[src/rtl/pipe_collision_scorer_if.sv]
// Game-state bus between motion logic and the collision/score stage.
// HIGH_SCORE_EN adds the hiScore output.
interface pipe_collision_scorer_if;
  logic        start;
  logic [9:0]  pointY;
  logic [29:0] pipeX;
  logic [29:0] gapY;
  logic [9:0]  gapHalf;
  logic [2:0]  pipeEn;
  logic [9:0]  score;
  logic        running;
  logic        frozen;
  logic        gameOver;
  logic        hitPulse;
  logic        passPulse;
`ifdef HIGH_SCORE_EN
  logic [9:0]  hiScore;

  modport master (output start, pointY, pipeX, gapY, gapHalf, pipeEn,
                  input  score, running, frozen, gameOver, hitPulse, passPulse, hiScore);
  modport slave  (input  start, pointY, pipeX, gapY, gapHalf, pipeEn,
                  output score, running, frozen, gameOver, hitPulse, passPulse, hiScore);
`else
  modport master (output start, pointY, pipeX, gapY, gapHalf, pipeEn,
                  input  score, running, frozen, gameOver, hitPulse, passPulse);
  modport slave  (input  start, pointY, pipeX, gapY, gapHalf, pipeEn,
                  output score, running, frozen, gameOver, hitPulse, passPulse);
`endif
endinterface

[src/rtl/pipe_collision_scorer.sv]
// Pipe pass/collision detection, score keeping and IDLE/RUN/HIT/OVER sequencing.
// Define HIGH_SCORE_EN to add a best-score register on the hiScore output.
module pipe_collision_scorer #(
  parameter logic [9:0] BIRD_X    = 10'd120,
  parameter logic [9:0] BIRD_H    = 10'd24,
  parameter logic [9:0] PIPE_W    = 10'd52,
  parameter logic [9:0] FLOOR_Y   = 10'd440,
  parameter logic [9:0] MAX_SCORE = 10'd999,
  parameter logic [7:0] HIT_TICKS = 8'd60
) (
  input logic                    animationCLOCK,
  input logic                    resetN,
  pipe_collision_scorer_if.slave bus
);

  localparam int unsigned W  = 10;
  localparam int unsigned SW = W + 1;
  localparam int unsigned NP = 3;

  localparam logic [SW-1:0] BIRD_L = SW'(BIRD_X);
  localparam logic [SW-1:0] BIRD_R = SW'(BIRD_X) + SW'(BIRD_H);

  typedef enum logic [1:0] {ST_IDLE, ST_RUN, ST_HIT, ST_OVER} state_t;

  state_t         state_q, state_d;
  logic [W-1:0]   score_q, score_d;
  logic [NP-1:0]  passed_q, passed_d;
  logic [7:0]     hit_cnt_q, hit_cnt_d;
  logic           running_q, frozen_q, over_q, hit_pulse_q, pass_pulse_q;
  logic           hit_pulse_d, pass_pulse_d;

  logic [NP-1:0]  hit_vec, pass_vec, behind_vec;
  logic [SW-1:0]  bird_bot;
  logic           floor_hit, hit_any;
  logic [1:0]     pass_cnt;
  logic [SW-1:0]  score_sum;
  logic [W-1:0]   score_sat;

  assign bird_bot  = SW'(bus.pointY) + SW'(BIRD_H);
  assign floor_hit = bird_bot >= SW'(FLOOR_Y);

  // Per-pipe geometry: overlap with the square bird box, gap test, pass test
  for (genvar gi = 0; gi < NP; gi++) begin : g_pipe
    logic [W-1:0]  px, gy, gap_lo;
    logic [SW-1:0] px_end, gap_hi;
    logic          overlap;

    assign px      = bus.pipeX[gi*W +: W];
    assign gy      = bus.gapY[gi*W +: W];
    assign px_end  = SW'(px) + SW'(PIPE_W);
    assign gap_lo  = (gy > bus.gapHalf) ? gy - bus.gapHalf : '0;
    assign gap_hi  = SW'(gy) + SW'(bus.gapHalf);
    assign overlap = bus.pipeEn[gi] && (SW'(px) < BIRD_R) && (px_end > BIRD_L);

    assign hit_vec[gi]    = overlap && ((bus.pointY < gap_lo) || (bird_bot > gap_hi));
    assign behind_vec[gi] = bus.pipeEn[gi] && (px_end <= BIRD_L);
    assign pass_vec[gi]   = behind_vec[gi] && !passed_q[gi];
  end

  assign hit_any   = (|hit_vec) || floor_hit;
  assign pass_cnt  = 2'(pass_vec[0]) + 2'(pass_vec[1]) + 2'(pass_vec[2]);
  assign score_sum = SW'(score_q) + SW'(pass_cnt);
  assign score_sat = (score_sum > SW'(MAX_SCORE)) ? MAX_SCORE : score_sum[W-1:0];

  // Next-state, score and pulse logic
  always_comb begin
    state_d      = state_q;
    score_d      = score_q;
    passed_d     = passed_q;
    hit_cnt_d    = hit_cnt_q;
    hit_pulse_d  = 1'b0;
    pass_pulse_d = 1'b0;

    case (state_q)
      ST_IDLE, ST_OVER: begin
        if (bus.start) begin
          state_d  = ST_RUN;
          score_d  = '0;
          passed_d = '0;
        end
      end
      ST_RUN: begin
        if (hit_any) begin
          state_d     = ST_HIT;
          hit_cnt_d   = '0;
          hit_pulse_d = 1'b1;
        end else begin
          // a pipe stays marked only while it remains enabled and behind the bird
          passed_d     = (passed_q | pass_vec) & behind_vec;
          score_d      = score_sat;
          pass_pulse_d = (score_sat != score_q);
        end
      end
      ST_HIT: begin
        if (hit_cnt_q == HIT_TICKS - 8'd1) state_d = ST_OVER;
        else                               hit_cnt_d = hit_cnt_q + 8'd1;
      end
      default: state_d = ST_IDLE;
    endcase
  end

  always_ff @(posedge animationCLOCK or negedge resetN) begin
    if (!resetN) begin
      state_q      <= ST_IDLE;
      score_q      <= '0;
      passed_q     <= '0;
      hit_cnt_q    <= '0;
      running_q    <= 1'b0;
      frozen_q     <= 1'b0;
      over_q       <= 1'b0;
      hit_pulse_q  <= 1'b0;
      pass_pulse_q <= 1'b0;
    end else begin
      state_q      <= state_d;
      score_q      <= score_d;
      passed_q     <= passed_d;
      hit_cnt_q    <= hit_cnt_d;
      running_q    <= (state_d == ST_RUN);
      frozen_q     <= (state_d == ST_HIT);
      over_q       <= (state_d == ST_OVER);
      hit_pulse_q  <= hit_pulse_d;
      pass_pulse_q <= pass_pulse_d;
    end
  end

  assign bus.score     = score_q;
  assign bus.running   = running_q;
  assign bus.frozen    = frozen_q;
  assign bus.gameOver  = over_q;
  assign bus.hitPulse  = hit_pulse_q;
  assign bus.passPulse = pass_pulse_q;

`ifdef HIGH_SCORE_EN
  logic [W-1:0] hi_q, hi_d;

  // Best score latched on the HIT->OVER edge; only resetN clears it
  always_comb begin
    hi_d = hi_q;
    if (state_q == ST_HIT && state_d == ST_OVER && score_q > hi_q) hi_d = score_q;
  end

  always_ff @(posedge animationCLOCK or negedge resetN) begin
    if (!resetN) hi_q <= '0;
    else         hi_q <= hi_d;
  end

  assign bus.hiScore = hi_q;
`endif

endmodule
[src/flat_wrapper.sv]
// flat-port wrapper written by rule: the top's interface ports become plain ports
module pipe_collision_scorer_flat 
#(
  parameter logic [9:0] BIRD_X    = 10'd120,
  parameter logic [9:0] BIRD_H    = 10'd24,
  parameter logic [9:0] PIPE_W    = 10'd52,
  parameter logic [9:0] FLOOR_Y   = 10'd440,
  parameter logic [9:0] MAX_SCORE = 10'd999,
  parameter logic [7:0] HIT_TICKS = 8'd60
)
  (animationCLOCK, resetN, bus_start, bus_pointY, bus_pipeX, bus_gapY, bus_gapHalf, bus_pipeEn, bus_score, bus_running, bus_frozen, bus_gameOver, bus_hitPulse, bus_passPulse);
  pipe_collision_scorer_if bus_i ();
  input logic animationCLOCK;
  input logic resetN;
  input wire logic [$bits(bus_i.start)-1:0] bus_start;
  input wire logic [$bits(bus_i.pointY)-1:0] bus_pointY;
  input wire logic [$bits(bus_i.pipeX)-1:0] bus_pipeX;
  input wire logic [$bits(bus_i.gapY)-1:0] bus_gapY;
  input wire logic [$bits(bus_i.gapHalf)-1:0] bus_gapHalf;
  input wire logic [$bits(bus_i.pipeEn)-1:0] bus_pipeEn;
  output wire logic [$bits(bus_i.score)-1:0] bus_score;
  output wire logic [$bits(bus_i.running)-1:0] bus_running;
  output wire logic [$bits(bus_i.frozen)-1:0] bus_frozen;
  output wire logic [$bits(bus_i.gameOver)-1:0] bus_gameOver;
  output wire logic [$bits(bus_i.hitPulse)-1:0] bus_hitPulse;
  output wire logic [$bits(bus_i.passPulse)-1:0] bus_passPulse;
  assign bus_i.start = bus_start;
  assign bus_i.pointY = bus_pointY;
  assign bus_i.pipeX = bus_pipeX;
  assign bus_i.gapY = bus_gapY;
  assign bus_i.gapHalf = bus_gapHalf;
  assign bus_i.pipeEn = bus_pipeEn;
  assign bus_score = bus_i.score;
  assign bus_running = bus_i.running;
  assign bus_frozen = bus_i.frozen;
  assign bus_gameOver = bus_i.gameOver;
  assign bus_hitPulse = bus_i.hitPulse;
  assign bus_passPulse = bus_i.passPulse;
  pipe_collision_scorer #(.BIRD_X(BIRD_X), .BIRD_H(BIRD_H), .PIPE_W(PIPE_W), .FLOOR_Y(FLOOR_Y), .MAX_SCORE(MAX_SCORE), .HIT_TICKS(HIT_TICKS)) u_core (.animationCLOCK(animationCLOCK), .resetN(resetN), .bus(bus_i));
endmodule
[config.mk]
export PLATFORM = sky130hd
export DESIGN_NAME = pipe_collision_scorer_flat
export DESIGN_NICKNAME = d
export VERILOG_FILES = /design/src/rtl/pipe_collision_scorer_if.sv /design/src/rtl/pipe_collision_scorer.sv /design/src/flat_wrapper.sv
export SDC_FILE = /design/constraint.sdc
export NUM_CORES = 1
export LEC_CHECK = 0
export BUFFER_PORTS_ARGS = -buffer_cell sky130_fd_sc_hd__buf_4
export CORE_ASPECT_RATIO = 2
export CORE_MARGIN = 1.5
export CORE_UTILIZATION = 35
export CTS_CLUSTER_DIAMETER = 120
export CTS_CLUSTER_SIZE = 24
export DETAILED_ROUTE_END_ITERATION = 8
export PLACE_DENSITY = 0.58
export REMOVE_ABC_BUFFERS = 1
export SLEW_MARGIN = 25
export SYNTH_ARGS = -nofsm -noshare
export SYNTH_HDL_FRONTEND = slang
export SYNTH_SLANG_ARGS = --single-unit
export TNS_END_PERCENT = 1
[constraint.sdc]
create_clock -name animationCLOCK -period 3.45 [get_ports animationCLOCK]
set_input_delay 0.69 -clock animationCLOCK [delete_from_list [all_inputs] [get_ports animationCLOCK]]
set_output_delay 0.69 -clock animationCLOCK [all_outputs]
set_load 0.02 [all_outputs]
# Word level (Yosys, flattened, before mapping)
# Index checks and enable logic that the tools add are counted.
[totals]
regBits = 28
output_inout_bits = 15
input_bits = 86
word_cells = 107
[classes]
n_eq_ne = 12
addsub = 14
reduce_logical = 29
n_lt_le_gt_ge = 20
n_bitwise = 2
mux = 21
[op_table]
columns = ["cell", "count"]
rows = [
  ["2-to-1 mux 10 bit", 6],
  ["adder 10 x 10 -> 11 bit", 3],
  ["adder 10 x 6 -> 11 bit, second input constant", 3],
  ["greater-than comparator 11 bit", 3],
  ["greater-than comparator 11 x 7 -> 1 bit, second input constant", 3],
  ["less-or-equal comparator 11 x 7 -> 1 bit, second input constant", 3],
  ["greater-than comparator 10 bit", 3],
  ["< comparator 10 bit", 3],
  ["< comparator 10 x 8 -> 1 bit, second input constant", 3],
  ["subtractor 10 bit", 3],
  ["case mux 10 bit (2 select lines)", 1],
  ["2-to-1 mux 8 bit", 2],
  ["case mux 8 bit (2 select lines)", 1],
  ["logical AND 1 bit", 15],
  ["adder 10 x 2 -> 11 bit", 1],
  ["adder 10 x 5 -> 11 bit, second input constant", 1],
  [">= comparator 11 x 9 -> 1 bit, second input constant", 1],
  ["greater-than comparator 11 x 10 -> 1 bit, second input constant", 1],
  ["inequality test 10 bit", 1],
  ["adder 8 x 1 -> 8 bit, second input constant", 1],
  ["equality test 2 bit, second input constant", 4],
  ["equality test 8 x 6 -> 1 bit, second input constant", 1],
  ["2-to-1 mux 2 bit", 3],
  ["2-to-1 mux 3 bit", 2],
  ["other kinds (17)", 30],
]

# Depth between registers and ports, before layout
[depth]
word_depth = 12
mapped_depth = 21
mapped_depth_nobuf = 20

# Least setup slack after synthesis
# No wires, ideal clock.
[synth_timing]
kind = "input -> register"
start = "input bus_pipeX[2]"
end = "register u_core.score_q[2] (netlist: u_core.bus.score[2])"
setup_slack_ps = -1340
t_required_ps = 3363
setup_ps = 87
t_arrival_ps = 4704
n_path_buf = 0
stages = 15
path_cell_list = "a211o_1 > a2111o_1 > a22oi_2 > nand2_1 > or2_2 > fa_1 > inv_1 > ha_1 > fa_1 > and3_1 > or4_1 > a311oi_2 > nor2_1 > a31o_1 > o211ai_1"
[synth_via]
elab_chain_len = 11
elab_cells_between_ends = 20
cone_classes = "add/sub: 4; order compare: 4; eq/ne: 1; mux: 3; reduce/logical: 8"
[synth_rtl]
columns = ["element", "line", "text"]
rows = [
  ["start: declaration", "flat_wrapper.sv:17", "input wire logic [$bits(bus_i.pipeX)-1:0] bus_pipeX;"],
  ["adder 10 x 6 -> 11 bit", "pipe_collision_scorer.sv:50", "assign px_end = SW'(px) + SW'(PIPE_W);"],
  ["less-or-equal comparator 11 x 7 -> 1 bit", "pipe_collision_scorer.sv:56", "assign behind_vec[gi] = bus.pipeEn[gi] && (px_end <= BIRD_L);"],
  ["logical AND 1 bit", "pipe_collision_scorer.sv:56", ""],
  ["logical AND 1 bit", "pipe_collision_scorer.sv:57", "assign pass_vec[gi] = behind_vec[gi] && !passed_q[gi];"],
  ["adder 1 x 1 -> 2 bit", "pipe_collision_scorer.sv:61", "assign pass_cnt = 2'(pass_vec[0]) + 2'(pass_vec[1]) + 2'(pass_vec[2]);"],
  ["adder 2 x 1 -> 2 bit", "pipe_collision_scorer.sv:61", ""],
  ["adder 10 x 2 -> 11 bit", "pipe_collision_scorer.sv:62", "assign score_sum = SW'(score_q) + SW'(pass_cnt);"],
  ["greater-than comparator 11 x 10 -> 1 bit", "pipe_collision_scorer.sv:63", "assign score_sat = (score_sum > SW'(MAX_SCORE)) ? MAX_SCORE : score_sum[W-1:0];"],
  ["2-to-1 mux 10 bit", "pipe_collision_scorer.sv:63", ""],
  ["2-to-1 mux 10 bit", "pipe_collision_scorer.sv:83", "if (hit_any) begin"],
  ["case mux 10 bit (2 select lines)", "pipe_collision_scorer.sv:74", "case (state_q)"],
  ["end signal: assignment", "pipe_collision_scorer.sv:115", "score_q <= score_d;"],
  ["end: declaration", "pipe_collision_scorer.sv:26", "logic [W-1:0] score_q, score_d;"],
]
# Several ways; a longest one is shown, not always the timed one. The select of a mux whose other input is x is not followed.
# A chain may end at the register's enable or synchronous reset.

# Worst setup path in the final report
[layout_timing]
start = "input bus_gapHalf[3]"
end = "register u_core.hit_cnt_q[5]"
[layout_via]
elab_chain_len = 9
elab_cells_between_ends = 28
cone_classes = "add/sub: 6; order compare: 9; eq/ne: 1; mux: 3; reduce/logical: 9"
[layout_rtl]
columns = ["element", "line", "text"]
rows = [
  ["start: declaration", "flat_wrapper.sv:19", "input wire logic [$bits(bus_i.gapHalf)-1:0] bus_gapHalf;"],
  ["subtractor 10 bit / greater-than comparator 10 bit (equally long branches)", "pipe_collision_scorer.sv:51", "assign gap_lo = (gy > bus.gapHalf) ? gy - bus.gapHalf : '0;"],
  ["2-to-1 mux 10 bit", "pipe_collision_scorer.sv:51", ""],
  ["< comparator 10 bit", "pipe_collision_scorer.sv:55", "assign hit_vec[gi] = overlap && ((bus.pointY < gap_lo) || (bird_bot > gap_hi));"],
  ["logical OR 1 bit", "pipe_collision_scorer.sv:55", ""],
  ["logical AND 1 bit", "pipe_collision_scorer.sv:55", ""],
  ["OR reduction 3 bit (*)", "pipe_collision_scorer.sv:60", "assign hit_any = (|hit_vec) || floor_hit;"],
  ["logical OR 1 bit (*)", "pipe_collision_scorer.sv:60", ""],
  ["inequality test 2 x 1 -> 1 bit (no source line) (*)", "--", ""],
  ["AND reduction 3 bit (no source line) (*)", "--", ""],
  ["end signal: assignment", "pipe_collision_scorer.sv:117", "hit_cnt_q <= hit_cnt_d;"],
  ["end: declaration", "pipe_collision_scorer.sv:28", "logic [7:0] hit_cnt_q, hit_cnt_d;"],
]
# Mark *: on every way between the ends. The rest lies on a longest branch, timed or not.

==> insert_results.sql <==
INSERT INTO impl_metrics (metric_group, metric, value, unit) VALUES
('setup_path', 'worstPathArrival', '4.62', 'ns'),
('floorplan', 'die_width', '99.9', 'um'),
('detailed_routing', 'drc', '0', ''),
('power', 'power.static_leakage', '0.00482', 'uW'),
('timing', 'final_max_slew_viol_count', '0', ''),
('timing', 'fin_crit', '4.45', 'ns'),
('setup_path', 'worstPathMaxFanout', '7', ''),
('synthesis', 'yosysUniqueCellTypes', '78', ''),
('setup_path', 'reg2reg_to', 'u_core.bus.score[3]$_DFFE_PN0P_', ''),
('setup_path', 'crit_slowest_cell', 'or3_4', ''),
('synthesis', 'synthesis.instances', '853', ''),
('timing', 'finalWorstSetupSlack', '-1.00', 'ns'),
('global_routing', 'initial_antenna_violation_count', '0', ''),
('finish', 'layout-drive-gt1-share', '0.365', ''),
('min_path', 'holdCritPathClass', 'in2async', ''),
('status', 'run_status', 'finished, violations left', ''),
('timing', 'timing.max_slew.rel_slack', '0.367', ''),
('timing', 'setup_viol_count_final', '28', ''),
('synthesis', 'ys_ff_latch', '28', ''),
('synthesis', 'synth_warnings', '0', ''),
('floorplan', 'floorplan.initialDensity', '0.359', ''),
('synthesis', 'proportion_of_synthesized_chip_area_in_sequential_cells', '0.107', ''),
('synthesis', 'cell_area_after_synthesis', '6580', 'um^2'),
('setup_path', 'endpoint_kind', 'register', ''),
('setup_path', 'critical_path.max_stage_delay', '0.38', 'ns'),
('global_routing', 'globalRouteOverflowTotal', '0', ''),
('finish', 'n_antenna_cell', '0', ''),
('synthesis', 'yosysTopAreaCell', 'ha_1', ''),
('detailed_routing', 'final_wirelength', '24800', 'um'),
('clocking', 'cts.root.buffer_cell', 'clkbuf_16', ''),
('synthesis', 'post-synth-top-area-fraction', '0.253', ''),
('clocking', 'cts-htree-levels', '1', ''),
('detailed_routing', 'detail-route-antenna-nets', '0', ''),
('clocking', 'clock-sinks', '28', ''),
('setup_path', 'worst_path_most_repeated_cell', 'buf_4', ''),
('global_routing', 'total_routing_usage_gr', '0.252', ''),
('timing', 'report.final.hold_viol_count', '0', ''),
('setup_path', 'rr_worst_depth', '12', ''),
('global_routing', 'grt_pass1_wl', '38500', 'um'),
('clocking', 'worst_setup_hold_path_clk_slew', '0.08', 'ns'),
('floorplan', 'total_die_area', '19700', 'um^2'),
('global_routing', 'grt_start_max_net_pins', '29', ''),
('synthesis', 'async_flop_share', '1.00', ''),
('floorplan', 'die_y', '197', 'um'),
('timing', 'timing_worst_slew_pin_value', '0.942', 'ns'),
('timing', 'setup_tns_final', '-25.38', 'ns'),
('timing', 'max_clock_freq', '225', 'MHz'),
('floorplan', 'core', '18300', 'um^2'),
('global_routing', 'grt_pass1_vias', '7751', ''),
('clocking', 'cts_buffers', '3', ''),
('detailed_routing', 'dr.first_iter.drc_count', '238', ''),
('synthesis', 'synth.top_cells.by_area', 'ha_1 25%, dfrtp_1 11%, a21oi_1 4.5%', ''),
('status', 'failed_checks', 'setup timing', ''),
('detailed_routing', 'detail_route.vias_per_cell', '5.43', ''),
('placed_design', 'finalWeightedCongestion', '0.909', ''),
('timing', 'final.period_utilization', '1.29', ''),
('placed_design', 'place_worst_setup_slack', '-1.69', 'ns'),
('finish', 'final_nets', '1404', ''),
('placed_design', 'post-dp-hpwl', '21000', 'um'),
('setup_path', 'criticalPathCategory', 'in2reg', ''),
('setup_path', 'crit_required', '3.62', 'ns'),
('clocking', 'ctsLongestPathBuffers', '2', ''),
('power', 'power_density', '303', 'nW/um^2'),
('synthesis', 'synth.avg_cell_area', '7.71', 'um^2'),
('setup_path', 'critical_path.startpoint_type', 'primary input', ''),
('setup_path', 'worst-r2r-setup-slack', '0.06', 'ns'),
('setup_path', 'ff_to_ff_start', 'u_core.passed_q[1]$_DFFE_PN0P_', ''),
('setup_path', 'crit_chain', 'buf_4, clkinvlp_4, ha_4, o21a_1, o21ba_2, o21a_1, o21bai_1, a21oi_2, o31a_1, ha_1, nand4_1, or3_4, nand4_1, a211o_1, o311ai_2, buf_4, nor3_4, buf_4, buf_6, nand2_2, a221o_1', ''),
('timing', 'rsz0062_at_grt', 'true', ''),
('finish', 'layout-area-overhead-vs-synth', '48.8', '%'),
('synthesis', 'edff_count_synth', '0', '');
kinds of logic after synthesis:
group	count (synthesis)	share of synthesized area
and+or+nand+nor	283	0.226
buffers and inverters	106	0.0622
xor gates and xnor gates	40	0.0533
AOI/OAI and AO/OA	250	0.266
muxes	5	0.00780
DFF	28	0.107
adders and majority gates	141	0.277
layout by cell type (no fill, tap or decap), types with 17 or more instances in the layout:
master,synthesis,routed
a21o_1,20,20
a21oi_1,59,45
buf_4,1,348
dfrtp_1,28,28
ha_1,133,126
inv_1,70,67
nand2_1,69,69
nand3_1,30,30
nand4_1,26,26
nor2_1,54,53
nor3_1,21,17
o21ai_0,35,27
o21ai_1,14,20
xnor2_1,26,26
metal layers:
metal | up-vias | GRT usage | wire (um)
met5 | - | 0 | 0
met4 | 0 | 0.182 | 2060
met3 | 86 | 0.00851 | 534
met2 | 189 | 0.514 | 13800
met1 | 3509 | 0.225 | 8410
li1 | 3780 | - | -
worst max path at each step:
stage	end	slack [ns]	start
3_5_place_dp	u_core.hit_cnt_q[5]$_DFFE_PN0P_	-1.69	bus_gapHalf[1]
6_report	u_core.hit_cnt_q[5]$_DFFE_PN0P_	-1.00	bus_gapHalf[3]
2_1_floorplan	u_core.bus.score[2]$_DFFE_PN0P_	-1.34	bus_pipeX[2]
5_1_grt	u_core.hit_cnt_q[5]$_DFFE_PN0P_	-1.24	bus_gapHalf[1]
3_3_place_gp	u_core.hit_cnt_q[7]$_DFFE_PN0P_	-1.67	bus_gapHalf[1]
4_1_cts	u_core.bus.score[1]$_DFFE_PN0P_	-1.02	bus_pipeX[3]
power breakdown:
part           internal (uW)  switching [uW]  total, uW
Combinational            970            1140       2110
Sequential               404            88.9        493
Clock                    232             133        365
stage by stage:
step | area [um^2] | hold slack, ns | util | cells | total power [uW]
after global routing | 9790 | 0.356 | 0.535 | 1392 | 3210
after CTS | 9600 | 0.352 | 0.525 | 1390 | 2900
after floorplan | 6440 | 0.394 | - | 819 | 1590
after global placement | 9320 | 0.492 | 0.509 | 1382 | 2470
after detailed placement | 9320 | 0.515 | 0.509 | 1382 | 2500
final | 9790 | 0.330 | 0.535 | 1392 | 2970
worst max-delay path: cells and delay by family:
| family | cells | cell delay [ns] |
|---|---|---|
| buf+inv | 5 | 0.74 |
| fa+ha+maj | 2 | 0.60 |
| simple gates | 5 | 0.93 |
| compound gates | 9 | 1.66 |
sequential cells by signal, indices dropped and copies added, names as in the netlist:
name                  count
u_core.bus.frozen         1
u_core.bus.gameOver       1
u_core.bus.hitPulse       1
u_core.bus.passPulse      1
u_core.bus.running        1
u_core.bus.score         10
u_core.hit_cnt_q          8
u_core.passed_q           3
u_core.state_q            2
final cells by class:
cell class	instances	area, um^2
sequential	28	701
tap	216	270
inverter	72	277
clock inverter	1	30.0
fill	1760	8520
clock buffer	3	75.1
timing repair buffer	353	2680
multi-input combinational	719	5760
synthesized netlist by cell type, drive strengths merged, types with 8 or more instances:
cell type / count
nand2: 71
nand4: 26
nor2b: 8
a21o: 20
nand3: 30
dfrtp: 28
xnor2: 26
nand3b: 14
clkbuf: 27
a21oi: 59
xor2: 14
nor2: 54
o211ai: 9
o21a: 12
o21ai: 49
fa: 8
ha: 133
o21bai: 10
inv: 72
nor3: 22
a211oi: 13
o31ai: 9
nor4: 8
repair_timing:
action,in CTS,in global routing
pin swaps,30,18
endpoints found under the setup margin,28,28
setup buffers,4,2
gates resized for setup,39,34
No activity file was read; power rests on OpenSTA's default activity.
